===== src/rtl/load_store_unit_pkg.sv =====
// Shared widths for the LSU slice: cache alignment constants and LSU FSM types.
package basic_cache_params;
  localparam int unsigned XLEN              = 64;
  localparam int unsigned paddr_size        = 32;
  localparam int unsigned offset_bits       = $clog2(XLEN / 8);
  localparam int unsigned aligned_addr_size = paddr_size - offset_bits;
endpackage

package lsu_types;
  import basic_cache_params::*;

  typedef enum logic [1:0] {
    IDLE,
    REQ,
    WAIT,
    DONE
  } lsu_state_e;

  // One extra bit so base+size cannot wrap during the range check.
  localparam int unsigned RANGE_W = aligned_addr_size + 1;

  function automatic logic addr_in_range(input logic [RANGE_W-1:0] addr,
                                         input logic [RANGE_W-1:0] base,
                                         input logic [RANGE_W-1:0] size);
    logic [RANGE_W-1:0] limit;
    limit = base + size;
    return (addr >= base) && (addr < limit);
  endfunction
endpackage


===== src/rtl/load_store_unit_if.sv =====
// LSU request/completion port plus the data-cache request/response port.
interface load_store_unit_if;
  import basic_cache_params::*;

  logic                         lsu_prev_stalled;
  logic                         lsu_stall_next;
  logic [aligned_addr_size-1:0] lsu_addr;
  logic                         lsu_do_load;
  logic                         lsu_do_store;
  logic [XLEN-1:0]              lsu_store_data;
  logic [XLEN/8-1:0]            lsu_store_mask;
  logic [XLEN-1:0]              lsu_load_data;
  logic                         lsu_access_fault;
  logic                         mem_req_valid;
  logic                         mem_req_ready;
  logic [aligned_addr_size-1:0] mem_req_addr;
  logic                         mem_req_write;
  logic [XLEN-1:0]              mem_req_wdata;
  logic [XLEN/8-1:0]            mem_req_wmask;
  logic                         mem_resp_valid;
  logic [XLEN-1:0]              mem_resp_data;
  logic                         mem_resp_error;

  modport slave (
    input  lsu_prev_stalled, lsu_addr, lsu_do_load, lsu_do_store,
           lsu_store_data, lsu_store_mask,
           mem_req_ready, mem_resp_valid, mem_resp_data, mem_resp_error,
    output lsu_stall_next, lsu_load_data, lsu_access_fault,
           mem_req_valid, mem_req_addr, mem_req_write, mem_req_wdata, mem_req_wmask
  );

  modport master (
    output lsu_prev_stalled, lsu_addr, lsu_do_load, lsu_do_store,
           lsu_store_data, lsu_store_mask,
           mem_req_ready, mem_resp_valid, mem_resp_data, mem_resp_error,
    input  lsu_stall_next, lsu_load_data, lsu_access_fault,
           mem_req_valid, mem_req_addr, mem_req_write, mem_req_wdata, mem_req_wmask
  );
endinterface


===== src/rtl/load_store_unit_watchdog.sv =====
// Response watchdog (module lsu_watchdog): WAIT-cycle counter and stale-response drop flag.
module lsu_watchdog #(
  parameter int unsigned TIMEOUT_CYCLES = 64
) (
  input  logic clk,
  input  logic rst,
  input  logic in_wait_i,
  input  logic wait_enter_i,
  input  logic resp_valid_i,
  output logic resp_ok_o,
  output logic timeout_o
);
  localparam int unsigned CNT_W = $clog2(TIMEOUT_CYCLES + 1);

  logic [CNT_W-1:0] cnt_q, cnt_d;
  logic             drop_q, drop_d;

  assign resp_ok_o = resp_valid_i && !drop_q;
  assign timeout_o = in_wait_i && !resp_ok_o && (cnt_q == CNT_W'(TIMEOUT_CYCLES - 1));

  always_comb begin
    cnt_d  = cnt_q;
    drop_d = drop_q;
    if (wait_enter_i) begin
      cnt_d = '0;
    end else if (in_wait_i) begin
      cnt_d = cnt_q + 1'b1;
    end
    // A timeout leaves a response in flight, so arm the drop even if a stale one lands now.
    if (timeout_o) begin
      drop_d = 1'b1;
    end else if (resp_valid_i) begin
      drop_d = 1'b0;
    end
  end

  always_ff @(posedge clk) begin
    if (rst) begin
      cnt_q  <= '0;
      drop_q <= 1'b0;
    end else begin
      cnt_q  <= cnt_d;
      drop_q <= drop_d;
    end
  end
endmodule


===== src/rtl/load_store_unit.sv =====
// Execute-stage LSU responder: range-checks one aligned dword access and forwards it to the cache.
// Optional response watchdog enabled by defining LSU_TIMEOUT_EN.
module load_store_unit
  import basic_cache_params::*, lsu_types::*;
#(
  parameter logic [aligned_addr_size-1:0] MEM_BASE       = 'h0,
  parameter logic [aligned_addr_size:0]   MEM_SIZE       = 'h10000,
  parameter int unsigned                  TIMEOUT_CYCLES = 64
) (
  input logic              clk,
  input logic              rst,
  load_store_unit_if.slave bus
);
  lsu_state_e                   state_q, state_d;
  logic [aligned_addr_size-1:0] addr_q, addr_d;
  logic [XLEN-1:0]              wdata_q, wdata_d;
  logic [XLEN/8-1:0]            wmask_q, wmask_d;
  logic                         write_q, write_d;
  logic [XLEN-1:0]              load_data_q, load_data_d;
  logic                         fault_q, fault_d;

  logic accept;
  logic in_range;
  logic resp_ok;
  logic timeout;

  assign accept   = ((state_q == IDLE) || (state_q == DONE)) && !bus.lsu_prev_stalled;
  assign in_range = addr_in_range({1'b0, bus.lsu_addr}, {1'b0, MEM_BASE}, MEM_SIZE);

`ifdef LSU_TIMEOUT_EN
  logic in_wait;
  logic wait_enter;

  assign in_wait    = (state_q == WAIT);
  assign wait_enter = (state_q == REQ) && bus.mem_req_ready;

  lsu_watchdog #(
    .TIMEOUT_CYCLES(TIMEOUT_CYCLES)
  ) u_watchdog (
    .clk          (clk),
    .rst          (rst),
    .in_wait_i    (in_wait),
    .wait_enter_i (wait_enter),
    .resp_valid_i (bus.mem_resp_valid),
    .resp_ok_o    (resp_ok),
    .timeout_o    (timeout)
  );
`else
  assign resp_ok = bus.mem_resp_valid;
  assign timeout = 1'b0;
`endif

  always_comb begin
    state_d     = state_q;
    addr_d      = addr_q;
    wdata_d     = wdata_q;
    wmask_d     = wmask_q;
    write_d     = write_q;
    load_data_d = load_data_q;
    fault_d     = fault_q;
    unique case (state_q)
      IDLE, DONE: begin
        if (accept) begin
          addr_d  = bus.lsu_addr;
          wdata_d = bus.lsu_store_data;
          wmask_d = bus.lsu_store_mask;
          // Neither or both strobes fall back to a load.
          write_d = bus.lsu_do_store && !bus.lsu_do_load;
          if (in_range) begin
            state_d = REQ;
          end else begin
            state_d     = DONE;
            load_data_d = '0;
            fault_d     = 1'b1;
          end
        end else begin
          state_d = IDLE;
        end
      end
      REQ: begin
        if (bus.mem_req_ready) state_d = WAIT;
      end
      WAIT: begin
        if (resp_ok) begin
          state_d     = DONE;
          load_data_d = write_q ? '0 : bus.mem_resp_data;
          fault_d     = bus.mem_resp_error;
        end else if (timeout) begin
          state_d     = DONE;
          load_data_d = '0;
          fault_d     = 1'b1;
        end
      end
      default: state_d = IDLE;
    endcase
  end

  always_ff @(posedge clk) begin
    if (rst) begin
      state_q     <= IDLE;
      addr_q      <= '0;
      wdata_q     <= '0;
      wmask_q     <= '0;
      write_q     <= 1'b0;
      load_data_q <= '0;
      fault_q     <= 1'b0;
    end else begin
      state_q     <= state_d;
      addr_q      <= addr_d;
      wdata_q     <= wdata_d;
      wmask_q     <= wmask_d;
      write_q     <= write_d;
      load_data_q <= load_data_d;
      fault_q     <= fault_d;
    end
  end

  assign bus.lsu_stall_next   = (state_q != DONE);
  assign bus.lsu_load_data    = load_data_q;
  assign bus.lsu_access_fault = fault_q;
  assign bus.mem_req_valid    = (state_q == REQ);
  assign bus.mem_req_addr     = addr_q;
  assign bus.mem_req_write    = write_q;
  assign bus.mem_req_wdata    = wdata_q;
  assign bus.mem_req_wmask    = wmask_q;
endmodule


===== src/flat_wrapper.sv =====
// flat-port wrapper written by rule: the top's interface ports become plain ports
module load_store_unit_flat import basic_cache_params::*, lsu_types::*;
#(
  parameter logic [aligned_addr_size-1:0] MEM_BASE       = 'h0,
  parameter logic [aligned_addr_size:0]   MEM_SIZE       = 'h10000,
  parameter int unsigned                  TIMEOUT_CYCLES = 64
)
  (clk, rst, bus_lsu_prev_stalled, bus_lsu_addr, bus_lsu_do_load, bus_lsu_do_store, bus_lsu_store_data, bus_lsu_store_mask, bus_mem_req_ready, bus_mem_resp_valid, bus_mem_resp_data, bus_mem_resp_error, bus_lsu_stall_next, bus_lsu_load_data, bus_lsu_access_fault, bus_mem_req_valid, bus_mem_req_addr, bus_mem_req_write, bus_mem_req_wdata, bus_mem_req_wmask);
  load_store_unit_if bus_i ();
  input logic clk;
  input logic rst;
  input wire logic [$bits(bus_i.lsu_prev_stalled)-1:0] bus_lsu_prev_stalled;
  input wire logic [$bits(bus_i.lsu_addr)-1:0] bus_lsu_addr;
  input wire logic [$bits(bus_i.lsu_do_load)-1:0] bus_lsu_do_load;
  input wire logic [$bits(bus_i.lsu_do_store)-1:0] bus_lsu_do_store;
  input wire logic [$bits(bus_i.lsu_store_data)-1:0] bus_lsu_store_data;
  input wire logic [$bits(bus_i.lsu_store_mask)-1:0] bus_lsu_store_mask;
  input wire logic [$bits(bus_i.mem_req_ready)-1:0] bus_mem_req_ready;
  input wire logic [$bits(bus_i.mem_resp_valid)-1:0] bus_mem_resp_valid;
  input wire logic [$bits(bus_i.mem_resp_data)-1:0] bus_mem_resp_data;
  input wire logic [$bits(bus_i.mem_resp_error)-1:0] bus_mem_resp_error;
  output wire logic [$bits(bus_i.lsu_stall_next)-1:0] bus_lsu_stall_next;
  output wire logic [$bits(bus_i.lsu_load_data)-1:0] bus_lsu_load_data;
  output wire logic [$bits(bus_i.lsu_access_fault)-1:0] bus_lsu_access_fault;
  output wire logic [$bits(bus_i.mem_req_valid)-1:0] bus_mem_req_valid;
  output wire logic [$bits(bus_i.mem_req_addr)-1:0] bus_mem_req_addr;
  output wire logic [$bits(bus_i.mem_req_write)-1:0] bus_mem_req_write;
  output wire logic [$bits(bus_i.mem_req_wdata)-1:0] bus_mem_req_wdata;
  output wire logic [$bits(bus_i.mem_req_wmask)-1:0] bus_mem_req_wmask;
  assign bus_i.lsu_prev_stalled = bus_lsu_prev_stalled;
  assign bus_i.lsu_addr = bus_lsu_addr;
  assign bus_i.lsu_do_load = bus_lsu_do_load;
  assign bus_i.lsu_do_store = bus_lsu_do_store;
  assign bus_i.lsu_store_data = bus_lsu_store_data;
  assign bus_i.lsu_store_mask = bus_lsu_store_mask;
  assign bus_i.mem_req_ready = bus_mem_req_ready;
  assign bus_i.mem_resp_valid = bus_mem_resp_valid;
  assign bus_i.mem_resp_data = bus_mem_resp_data;
  assign bus_i.mem_resp_error = bus_mem_resp_error;
  assign bus_lsu_stall_next = bus_i.lsu_stall_next;
  assign bus_lsu_load_data = bus_i.lsu_load_data;
  assign bus_lsu_access_fault = bus_i.lsu_access_fault;
  assign bus_mem_req_valid = bus_i.mem_req_valid;
  assign bus_mem_req_addr = bus_i.mem_req_addr;
  assign bus_mem_req_write = bus_i.mem_req_write;
  assign bus_mem_req_wdata = bus_i.mem_req_wdata;
  assign bus_mem_req_wmask = bus_i.mem_req_wmask;
  load_store_unit #(.MEM_BASE(MEM_BASE), .MEM_SIZE(MEM_SIZE), .TIMEOUT_CYCLES(TIMEOUT_CYCLES)) u_core (.clk(clk), .rst(rst), .bus(bus_i));
endmodule

===== config.mk =====
export PLATFORM = sky130hd
export DESIGN_NAME = load_store_unit_flat
export DESIGN_NICKNAME = d
export VERILOG_FILES = /design/src/rtl/load_store_unit_pkg.sv /design/src/rtl/load_store_unit_if.sv /design/src/rtl/load_store_unit_watchdog.sv /design/src/rtl/load_store_unit.sv /design/src/flat_wrapper.sv
export SDC_FILE = /design/constraint.sdc
export NUM_CORES = 1
export LEC_CHECK = 0
export BUFFER_PORTS_ARGS = -buffer_cell sky130_fd_sc_hd__buf_2
export CORE_AREA = 2 2 133 135
export CTS_CLUSTER_DIAMETER = 100
export DETAILED_ROUTE_END_ITERATION = 6
export DIE_AREA = 0 0 135 137
export GPL_ROUTABILITY_DRIVEN = 0
export GPL_TIMING_DRIVEN = 0
export PLACE_DENSITY_LB_ADDON = 0.05
export SETUP_SLACK_MARGIN = 0.1
export SKIP_CTS_REPAIR_TIMING = 1
export SYNTH_ARGS = -nofsm -noshare
export SYNTH_HDL_FRONTEND = slang
export SYNTH_SLANG_ARGS = --single-unit

===== constraint.sdc =====
create_clock -name clk -period 2.7 [get_ports clk]
set_input_delay 0.54 -clock clk [delete_from_list [all_inputs] [get_ports clk]]
set_output_delay 0.54 -clock clk [all_outputs]
set_load 0.02 [all_outputs]

# --- Word-level counts from Yosys, hierarchy flattened ---
# Index checks and enable logic that the tools add are counted.
totals:
  register_bits: 169
  in_bits: 173
  output_inout_bits: 169
  word_cells: 41
op_classes:
  n_lt_le_gt_ge: 1
  eq_ne: 8
  n_mux: 14
  reduce_logical: 11
ops:
  columns: ["operator", "count"]
  rows:
  - ["64-bit 2-to-1 mux", 4]
  - ["64-bit one-hot mux with 2 select lines", 1]
  - ["29-bit by 17-bit < comparator with 1-bit output (second input constant)", 1]
  - ["2-bit 2-to-1 mux", 4]
  - ["2-bit != test (second input constant)", 4]
  - ["2-bit one-hot mux with 3 select lines", 1]
  - ["2-bit equality test (second input constant)", 2]
  - ["2-bit AND reduction", 2]
  - ["4-bit AND reduction", 1]
  - ["1-bit 2-to-1 mux", 3]
  - ["2-bit by 1-bit equality test with 1-bit output (second input constant)", 1]
  - ["1-bit logical AND", 2]
  - ["1-bit logical NOT", 2]
  - ["2-bit logical NOT", 1]
  - ["2-bit by 1-bit != test with 1-bit output (second input constant)", 1]
  - ["1-bit one-hot mux with 2 select lines", 1]
  - ["2-bit nonzero test", 1]
  - ["2-bit OR reduction", 1]
  - ["1-bit logical OR", 1]

# --- Longest topological paths before layout ---
depth:
  ltp_word: 5
  ltp_mapped: 8
  mapped_depth_nobuf: 6

# --- Worst setup path before layout ---
# Ideal clock, no wire load.
synth_timing:
  path_type: "reg2reg"
  startpoint: "register u_core.state_q[0]"
  endpoint: "register u_core.load_data_q[10] (netlist: u_core.bus.lsu_load_data[10])"
  setup_ps: 117
  arrival_time_ps: 1822
  t_required_ps: 2583
  path_slack_ps: 762
  path_stages_with_launch: 9
  n_path_buf: 2
  synth_period_minus_slack_ps: 1938
  path_cell_list: "dfxtp_1 inv_1 ha_1 nor4b_4 nand4_2 and3_1 buf_6 buf_6 a22o_1"
synth_between:
  elab_chain_cells: 5
  word_cells_on_any_way: 12
  classes_between: "eq/ne: 5; mux: 1; reduce/logical: 6"
synth_rtl:
  columns: ["element", "line", "source"]
  rows:
  - ["start, declared", "load_store_unit.sv:14", "lsu_state_e state_q, state_d;"]
  - ["start signal, assigned", "load_store_unit.sv:108", "state_q <= state_d;"]
  - ["2-bit equality test or 2-bit logical NOT (tied branches)", "load_store_unit.sv:27, load_store_unit.sv:61", null]
  - ["1-bit logical OR", "load_store_unit.sv:27", "assign accept = ((state_q == IDLE) || (state_q == DONE)) && !bus.lsu_prev_stalled;"]
  - ["1-bit logical AND", "load_store_unit.sv:27", null]
  - ["2-bit by 1-bit != test with 1-bit output (no line)", null, null]
  - ["4-bit AND reduction (no line)", null, null]
  - ["end signal, assigned", "load_store_unit.sv:113", "load_data_q <= load_data_d;"]
  - ["end, declared", "load_store_unit.sv:19", "logic [XLEN-1:0] load_data_q, load_data_d;"]
# Parallel ways exist; a longest one is shown, timed or not.
# A chain may end at the register's enable or synchronous reset.

# --- Final worst setup path ---
layout_timing:
  startpoint: "register u_core.state_q[0]"
  endpoint: "register u_core.addr_q[8] (netlist: u_core.bus.mem_req_addr[8])"
layout_between:
  elab_chain_cells: 4
  word_cells_on_any_way: 6
  classes_between: "eq/ne: 1; reduce/logical: 5"
layout_rtl:
  columns: ["element", "line", "source"]
  rows:
  - ["2-bit equality test or 2-bit logical NOT (tied branches)", "load_store_unit.sv:27, load_store_unit.sv:61", null]
  - ["1-bit logical OR", "load_store_unit.sv:27", null]
  - ["1-bit logical AND", "load_store_unit.sv:27", null]
  - ["2-bit AND reduction (no line) (*)", null, null]
  - ["end signal, assigned", "load_store_unit.sv:109", "addr_q <= addr_d;"]
  - ["end, declared", "load_store_unit.sv:15", "logic [aligned_addr_size-1:0] addr_q, addr_d;"]
# Mark *: on every way between the ends. The rest lies on a longest branch, timed or not.

==> results_dict.tcl <==
set metrics [dict create \
    critical_path.most_common_cell "clkbuf_1" \
    status "finished clean" \
    cts_tree "built" \
    timing.rr.end "u_core.bus.mem_req_addr[8]$_SDFFE_PP0P_" \
    hold_end "u_core.bus.lsu_load_data[56]$_SDFFE_PP0P_" \
    slew_viol_final 0 \
    layout-drive-gt1-share_pct 39.4 \
    relSlewSlack_pct 64.1 \
    core_sq_mm 0.0171 \
    clk_pin_slew_ns 0.07 \
    antenna_found_initial 1 \
    grt_remaining_overflow 0 \
    cp.arrival_ns 2.57 \
    crit_buf_inv 3 \
    num_vias 5563 \
    max-vdd-ir-drop_mv 0.477 \
    dp_slack_ns 0.292 \
    p_per_area_mw_per_mm2 973 \
    synthSimpleGateAreaFrac_pct 15.7 \
    place_hpwl_mm 13.8 \
    synthTopCellsByArea "dfxtp_1 59%, nand2_1 14%, a22o_1 9.8%" \
    grt_pass1_vias 5175 \
    worstSetupStartpointType "register" \
    hold_class "input pin to register" \
    port_buffers 340 \
    cp.required_ns 3.05 \
    synth_compound_area_share_pct 19.9 \
    layout_common_cells "346 x buf_2, 205 x nand2_1, 169 x dfxtp_1" \
    clock_latency_ns 0.43 \
    worstSetupEndpointType "register" \
    synth_top_family_by_area "compound AO/OA/AOI/OAI gates" \
    path_class "register to register" \
    drv_cap 0 \
    setup_viol 0 \
    fin_ws_ns 0.482 \
    start_util_pct 33.4 \
    fin_skew_ns 0.00715 \
    final_net_count 1153 \
    rows 48 \
    crit_fanout 10 \
    synth.area.mux_share_pct 0 \
    yosysUniqueCellTypes 23 \
    grt_pass1_wl_mm 27.3 \
    cts_inserted_buffers 17 \
    rsz0062_at_grt "no" \
    critPathSlowestCell "clkbuf_1" \
    finalPower_uw 8060 \
    avgRoutedWirePerCell_um 15.0 \
    final_common_cell "buf_2" \
    syn_inst 618 \
    area_growth_pct 45.3 \
    tightest_slew_ns 0.539 \
    yosysTopAreaCellShare_pct 59.4 \
    drtIter0Drc 214 \
    yosysTopAreaCell "dfxtp_1" \
    clock.fmax_mhz 451 \
    yosysSeqAreaShare_pct 59.4 \
    pin_count 342 \
    p_leak_uw 0.00403 \
    r2r_start "u_core.state_q[0]$_SDFFE_PP0P_" \
    ant_nets 0 \
    synth.avg_cell_area_sq_um 9.22 \
    yosysWarnings 0 \
    die_h_um 137 \
    drtPass1Iterations 6 \
    min_path_cells 2 \
    netlist_area_sq_mm 0.00570 \
    grt_usage_pct 19.1 \
    hold_viol 0 \
    viasPerCell 4.57 \
    setup_tns_ns 0 \
    wirelength_mm 18.3 \
    dieWidth_um 135 \
    ys_ff_latch 169 \
    synthAdderAreaFrac_pct 0.659 \
    max_stage_delay_ns 0.45 \
    period_share_pct 82.2 \
    clockBufferDepth 2 \
    clkSinkCount 169 \
    grt_max_degree 17 \
    clockRootBuffer "clkbuf_16" \
    ff2ff_path_depth 7 \
    synth-xor-area-share_pct 0 \
    path_cells "inv_1 > ha_1 > nand2b_1 > clkbuf_1 > clkbuf_1 > nand2_1 > a21oi_1" \
    final.hold.worst_slack_ns 0.323 \
    dieArea_sq_mm 0.0185 \
    fin_crit_ns 2.22 \
    worst-r2r-setup-slack_ns 0.48 \
    placed_cells 1183 \
    htree_levels 4 \
    worstHoldStart "bus_mem_resp_data[56]" \
    drcViolationCount 0 \
    critPathTopFamily "buffers and inverters" \
    syn-num-nets 794 \
    fin_cells 1216 \
    cp.depth 7 \
]
-- synthesized netlist by cell type --
library cell / n
nand2_1: 205
dfxtp_1: 169
a21oi_1: 105
a22o_1: 64
clkbuf_1: 34
buf_6: 7
buf_2: 6
inv_1: 4
nor2_1: 4
ha_1: 3
a211oi_1: 2
nand2b_1: 2
nor2b_1: 2
nor4_2: 2
a21oi_4: 1
a311oi_1: 1
and3_1: 1
nand3_1: 1
nand3b_1: 1
nand4_2: 1
nor3_1: 1
nor4b_4: 1
o21ai_0: 1
-- cells by family after synthesis --
kind of cell    after synthesis
fa+ha+maj                     3
flops                       169
compound gates              174
simple gates                221
buf+inv                      51
-- routing by layer --
layer  track usage (%)  share of wire [%]  up-vias  wire length, um
met4              5.79                1.1        0              196
met3              7.26                9.7       14             1770
met1              22.1                 40     2504             7390
met2              32.8                 49      236             8910
li1                  -                  -     2809                -
met5                 0                  0        -                0
-- how the worst max path moves through the flow --
stage	startpoint	end	slack, ns
6_report	u_core.state_q[0]$_SDFFE_PP0P_	u_core.bus.mem_req_addr[8]$_SDFFE_PP0P_	0.48
5_1_grt	u_core.state_q[0]$_SDFFE_PP0P_	u_core.bus.mem_req_addr[21]$_SDFFE_PP0P_	0.17
4_1_cts	u_core.state_q[0]$_SDFFE_PP0P_	u_core.bus.mem_req_wdata[48]$_SDFFE_PP0P_	0.27
3_5_place_dp	u_core.state_q[0]$_SDFFE_PP0P_	u_core.bus.mem_req_wdata[48]$_SDFFE_PP0P_	0.29
3_3_place_gp	u_core.state_q[0]$_SDFFE_PP0P_	u_core.bus.mem_req_wdata[48]$_SDFFE_PP0P_	0.36
2_1_floorplan	u_core.state_q[0]$_SDFFE_PP0P_	u_core.bus.lsu_load_data[10]$_SDFFE_PP0P_	0.76
-- where the power goes --
group          switching, uW  internal (uW)
logic                   1670            812
registers                198           2910
clock network           1040           1420
-- layout make-up --
type,count,area (sq um)
Multi-Input combinational cell,398,2060
Inverter,4,15.0
Sequential cell,169,3380
Antenna cell,1,2.50
Timing Repair Buffer,340,1700
Fill cell,1777,8770
Buffer,47,238
Clock inverter,12,140
Tap cell,225,282
Clock buffer,20,457
-- flip-flops by register name, summed over array words and instances (netlist names) --
| name | count |
|---|---|
| u_core.state_q | 2 |
| u_core.bus.mem_req_addr | 29 |
| u_core.bus.mem_req_wmask | 8 |
| u_core.bus.mem_req_wdata | 64 |
| u_core.bus.lsu_load_data | 64 |
| u_core.bus.lsu_access_fault | 1 |
| u_core.bus.mem_req_write | 1 |
-- stage by stage --
stage               area [sq um]  util, %
floorplan                   5700        -
global placement            7680     45.0
detailed placement          7680     45.0
global route                8280     48.5
CTS                         8280     48.5
finish                      8280     48.6
(Power assumes the default switching activity.)
